**src/rtl/cmp_serial_ctrl.sv**
```systemverilog
// Serial WIDTH-bit unsigned magnitude compare through one 2-bit slice, MSB pair first.
// Optional: define CMP_SERIAL_EARLY_EXIT_EN to finish right after the first unequal slice.
module cmp_serial_ctrl #(
  parameter int WIDTH = 8
) (
  input  logic             clk,
  input  logic             rst,
  input  logic             start,
  input  logic [WIDTH-1:0] a,
  input  logic [WIDTH-1:0] b,
  output logic             busy,
  output logic             done,
  output logic             a_gt_b,
  output logic             a_eq_b,
  output logic             a_lt_b
);
  localparam int N  = WIDTH / 2;
  localparam int IW = (N > 1) ? $clog2(N) : 1;

  typedef enum logic [1:0] {IDLE, RUN, DONE} state_t;

  state_t           state;
  logic [IW-1:0]    idx;
  logic [WIDTH-1:0] a_r, b_r;
  logic             gt_r, lt_r;

  // Operands shift left each RUN cycle, so the current slice is always the top pair.
  logic [1:0] sa, sb;
  logic       nxt_gt, nxt_lt, last;

  assign sa = a_r[WIDTH-1 -: 2];
  assign sb = b_r[WIDTH-1 -: 2];

  // Once a slice has differed, the recorded direction is frozen.
  always_comb begin
    nxt_gt = gt_r | (~gt_r & ~lt_r & (sa > sb));
    nxt_lt = lt_r | (~gt_r & ~lt_r & (sa < sb));
`ifdef CMP_SERIAL_EARLY_EXIT_EN
    last   = (idx == '0) | nxt_gt | nxt_lt;
`else
    last   = (idx == '0);
`endif
  end

  always_ff @(posedge clk) begin
    if (rst) begin
      state  <= IDLE;
      idx    <= '0;
      a_r    <= '0;
      b_r    <= '0;
      gt_r   <= 1'b0;
      lt_r   <= 1'b0;
      busy   <= 1'b0;
      done   <= 1'b0;
      a_gt_b <= 1'b0;
      a_eq_b <= 1'b0;
      a_lt_b <= 1'b0;
    end else begin
      done <= 1'b0;
      case (state)
        IDLE, DONE: begin
          if (start) begin
            a_r    <= a;
            b_r    <= b;
            idx    <= IW'(N - 1);
            gt_r   <= 1'b0;
            lt_r   <= 1'b0;
            a_gt_b <= 1'b0;
            a_eq_b <= 1'b0;
            a_lt_b <= 1'b0;
            busy   <= 1'b1;
            state  <= RUN;
          end else begin
            state <= IDLE;
          end
        end
        RUN: begin
          gt_r <= nxt_gt;
          lt_r <= nxt_lt;
          a_r  <= a_r << 2;
          b_r  <= b_r << 2;
          if (last) begin
            state  <= DONE;
            busy   <= 1'b0;
            done   <= 1'b1;
            a_gt_b <= nxt_gt;
            a_lt_b <= nxt_lt;
            a_eq_b <= ~(nxt_gt | nxt_lt);
          end else begin
            idx <= idx - 1'b1;
          end
        end
        default: state <= IDLE;
      endcase
    end
  end
endmodule

```
**config.mk**
```make
export PLATFORM = sky130hd
export DESIGN_NAME = cmp_serial_ctrl
export DESIGN_NICKNAME = d
export VERILOG_FILES = /design/src/rtl/cmp_serial_ctrl.sv
export SDC_FILE = /design/constraint.sdc
export NUM_CORES = 1
export LEC_CHECK = 0
export CAP_MARGIN = 25
export CORE_MARGIN = 1
export CORE_UTILIZATION = 42
export CTS_CLUSTER_DIAMETER = 30
export CTS_CLUSTER_SIZE = 8
export DETAILED_ROUTE_END_ITERATION = 10
export GPL_ROUTABILITY_DRIVEN = 0
export GPL_TIMING_DRIVEN = 1
export PLACE_DENSITY = 0.67
export SLEW_MARGIN = 25
export SYNTH_ARGS = -nofsm -noshare
export SYNTH_HDL_FRONTEND = slang
export SYNTH_SLANG_ARGS = --single-unit
```
**constraint.sdc**
```tcl
create_clock -name clk -period 1.6 [get_ports clk]
set_input_delay 0.32 -clock clk [delete_from_list [all_inputs] [get_ports clk]]
set_output_delay 0.32 -clock clk [all_outputs]
set_load 0.02 [all_outputs]
```
==> results.md <==
* Status: finished, final reports clean
* Clk buf depth at 2
* Leak pwr at around 0.65 nW
* 1st-iter DRT viols at 10
* Power Density at about 900 nW/um^2
* R2r endpoint: gt_r
* Share of power burned in registers at between 50 and 60%
* Share of flip-flops with an asynchronous set or reset at 0%
* Area growth syn-to-layout at 28.1%
* Largest net degree at the start of global routing at 31
* CTS root buffer: clkbuf_4
* Worst-path cell chain: inv_1 -> ha_4 -> nand2b_1 -> a221o_1 -> a221oi_2
* FP Rows at 18
* Bufs and invs on worst path at 1
* Design area at ~1500 um^2
* Synth warn at 0
* Detailed Routing Iterations Pass 1 at 5
* Ratio of cells with drive above 1 in the final layout at 12.9%
* Final setup fails at 0
* # nets final at approximately 190
* Antenna Diode Count at 0
* R2R Setup Slk at roughly 0.098 ns
* Worst reg2reg path depth at 5
* Total core area at around 2600 um^2
* Setup Total Neg Slack at 0 ns
* Total CTS buffers at 3
* Vias per std cell at 5.27
* Wire per inst at between 10 and 15 um
* Initial antenna violation count at 0
* First-pass GRT wire length at 3800 um
* CTS sink cnt at 27
* CTS H-Tree Depth at 1
* Met2 usage at a little under a third
* Hold_buf cts at 0
* Period utilization at ~94%
* Slew Limit Fails at 0
* Clk slew on worst S/H paths at 0.14 ns
* Post-Synthesis Cells at ~140
* Sequential fraction of the synthesis area at a little under half
* All-Layer GR Usage at 17.5%
* Slowest cell on the critical path: a221o_1
* CTS tree: built
* I/O Buffers at 23
* Max Fclk at ~0.67 GHz
* Flops & latches, synth at 27
* Final clock skew at 0.00227 ns
* Vias in the first global route at just under 900
* Post-Synthesis Cell Area at 1190 um^2
* Ports at 24
* Die Wd at about 55 um
* GR peak layer: met2
* Max-slew headroom at between 70 and 80%
* DIE HEIGHT at roughly 55 um
* CP peak stage delay at 0.38 ns
* Worst hold path class: flop to flop
* CP startpoint kind: flop
* Gr ovfl total at 0
* Worst setup EP type: flop
* Worst path required time at ~1.9 ns
* Initial Utilization at a little under half
* Mean Syn Cell Area at roughly 8.6 um^2
* DRC viols at 0
* Worst Tran Pin Value at between 0.3 and 0.4 ns
* Combinational power share at 23.8%
* Top delay family on crit path: compound AO/OA/AOI/OAI gates
* Postcts setup bufs at 0
* HPWL after DPL at ~1700 um
* Grt met3 use at 2.46%
* Int Power at about 1 mW
* Critical Path AT at 1.75 ns
* Via count at between 1000 and 1500
* Wirelength, routed at ~2300 um
* Fin crit period at about 1.5 ns
* Unrepaired setup endpoints after global routing: no
* Placed Area at approximately 1500 um^2
* Placed Instances at ~190
* Max-cap violation count at 0
* Overall die area at between 3000 and 4000 um^2
* Top FF cell, synth: dfxtp_1
* Non-Filler Instances at ~190
* EDFF count, synth at 0
* Worst VDD drop at 699 uV
* Distinct cells, synth at 24
* Crit path max fanout at 3
* Switching Share at ~29%
* Worst skew pair latency at around 0.32 ns
* Crit path capture: gt_r
* Post-route ant nets at 0
* Part of the power in the clock network at around a fifth
* Final Hold Viols at 0
* Crit. Startpoint: b_r[7]
* Reg-to-Reg Start: b_r[7]
* GR Layer Usage met1 at approximately a fifth
* Crit path depth at 5
* Sw power at roughly 0.40 mW
* Post-Syn Nets at 160
* Crit path kind: flop to flop
-- sequential cells by signal, indices dropped and copies added, names as in the netlist, 2 cells and up --
signal and flops:
b_r 8, idx 2, a_r 8, state 2
-- metal layers --
metal,up-vias,wire (um)
met3,2,86
met4,0,12
met2,20,1130
met5,-,0
li1,530,-
met1,466,1120
-- synth_stat cells, types with 2 or more instances --
library cell | n | area (um^2)
nand2_1 | 32 | 120
dfxtp_1 | 27 | 541
nor2_1 | 19 | 71.3
a311oi_1 | 8 | 70.1
a21oi_1 | 7 | 35.0
inv_1 | 6 | 22.5
a211oi_1 | 4 | 30.0
a311oi_2 | 4 | 60.1
buf_2 | 4 | 20.0
nand3_1 | 4 | 20.0
buf_4 | 3 | 22.5
ha_1 | 3 | 37.5
nand2b_1 | 3 | 18.8
a221oi_2 | 2 | 30.0
clkbuf_1 | 2 | 7.51
nand3b_1 | 2 | 15.0
-- logic make-up after synthesis --
kind of cell / share of synthesized area, %
buffers and inverters: 6.43
AND/OR/NAND/NOR: 23.5
AO/OA/AOI/OAI: 21.3
flip-flops: 45.6
adder cells (fa/ha/maj): 3.16
-- power groups by stage --
| stage | sequential, mW | clock [mW] | combinational (mW) |
|---|---|---|---|
| CTS | 0.764 | 0.300 | 0.325 |
| detailed placement | 0.779 | 0 | 0.326 |
| global placement | 0.777 | 0 | 0.319 |
| finish | 0.765 | 0.292 | 0.329 |
| floorplan | 0.782 | 0 | 0.203 |
| global route | 0.774 | 0.314 | 0.368 |
-- area by class of cell --
class                      count  area (um^2)
fill                         241         1050
multi-input combinational     95          582
sequential                    27          542
inverter                       6         22.5
tap                           30         37.5
timing repair buffer          31          308
clock inverter                 1         5.00
clock buffer                   3         22.5
-- how the worst min path moves through the flow --
stage,startpoint,endpoint,slack [ns],cells past startpoint
4_1_cts,a_lt_b,a_lt_b,0.48,2
3_3_place_gp,a_r[1],a_r[1],0.46,2
5_1_grt,a_r[1],a_r[1],0.51,2
3_5_place_dp,a_lt_b,a_lt_b,0.46,2
6_report,a_lt_b,a_lt_b,0.47,2
2_1_floorplan,idx[0],idx[0],0.45,2
-- worst register-to-register path, cell delays in order, from the launching register on --
cell and delay (ns):
dfxtp_2 0.35, inv_1 0.06, ha_4 0.27, nand2b_1 0.09, a221o_1 0.38, a221oi_2 0.28
-- cell usage in the layout (no fill, tap or decap) --
master | synthesis | layout
nor2b_1 | 1 | 1
nor3_1 | 1 | 1
nand3_1 | 4 | 4
dlymetal6s2s_1 | 0 | 3
ha_1 | 3 | 2
buf_4 | 3 | 7
a41o_1 | 1 | 1
dlygate4sd2_1 | 0 | 2
a21oi_1 | 7 | 7
nand3b_1 | 2 | 2
dfxtp_2 | 0 | 1
and4b_1 | 1 | 1
a211oi_1 | 4 | 4
buf_12 | 0 | 1
a221o_1 | 1 | 1
a221oi_2 | 2 | 2
dfxtp_1 | 27 | 26
a311oi_2 | 4 | 4
a21o_1 | 1 | 1
inv_1 | 6 | 6
a311oi_1 | 8 | 8
nand2_1 | 32 | 32
ha_4 | 0 | 1
nor2_1 | 19 | 19
nor3b_2 | 1 | 1
nand2b_1 | 3 | 3
clkbuf_4 | 0 | 3
clkdlybuf4s50_1 | 0 | 18
clkinv_2 | 0 | 1
-- timing repair --
action,CTS,global route
setup endpoints to repair,2,4
pin swaps,0,1
gates resized for setup,2,5
-- per-stage QoR --
step	setup WS (ns)	hold WS (ns)	total power, mW	utilization (%)
finish	0.0978	0.475	1.39	59.2
global route	0.0119	0.509	1.46	59.2
CTS	0.00117	0.480	1.39	58.3
detailed placement	0.00771	0.461	1.11	57.4
global placement	0.0422	0.456	1.10	57.4
floorplan	0.222	0.447	0.986	-
(Power assumes the default switching activity.)
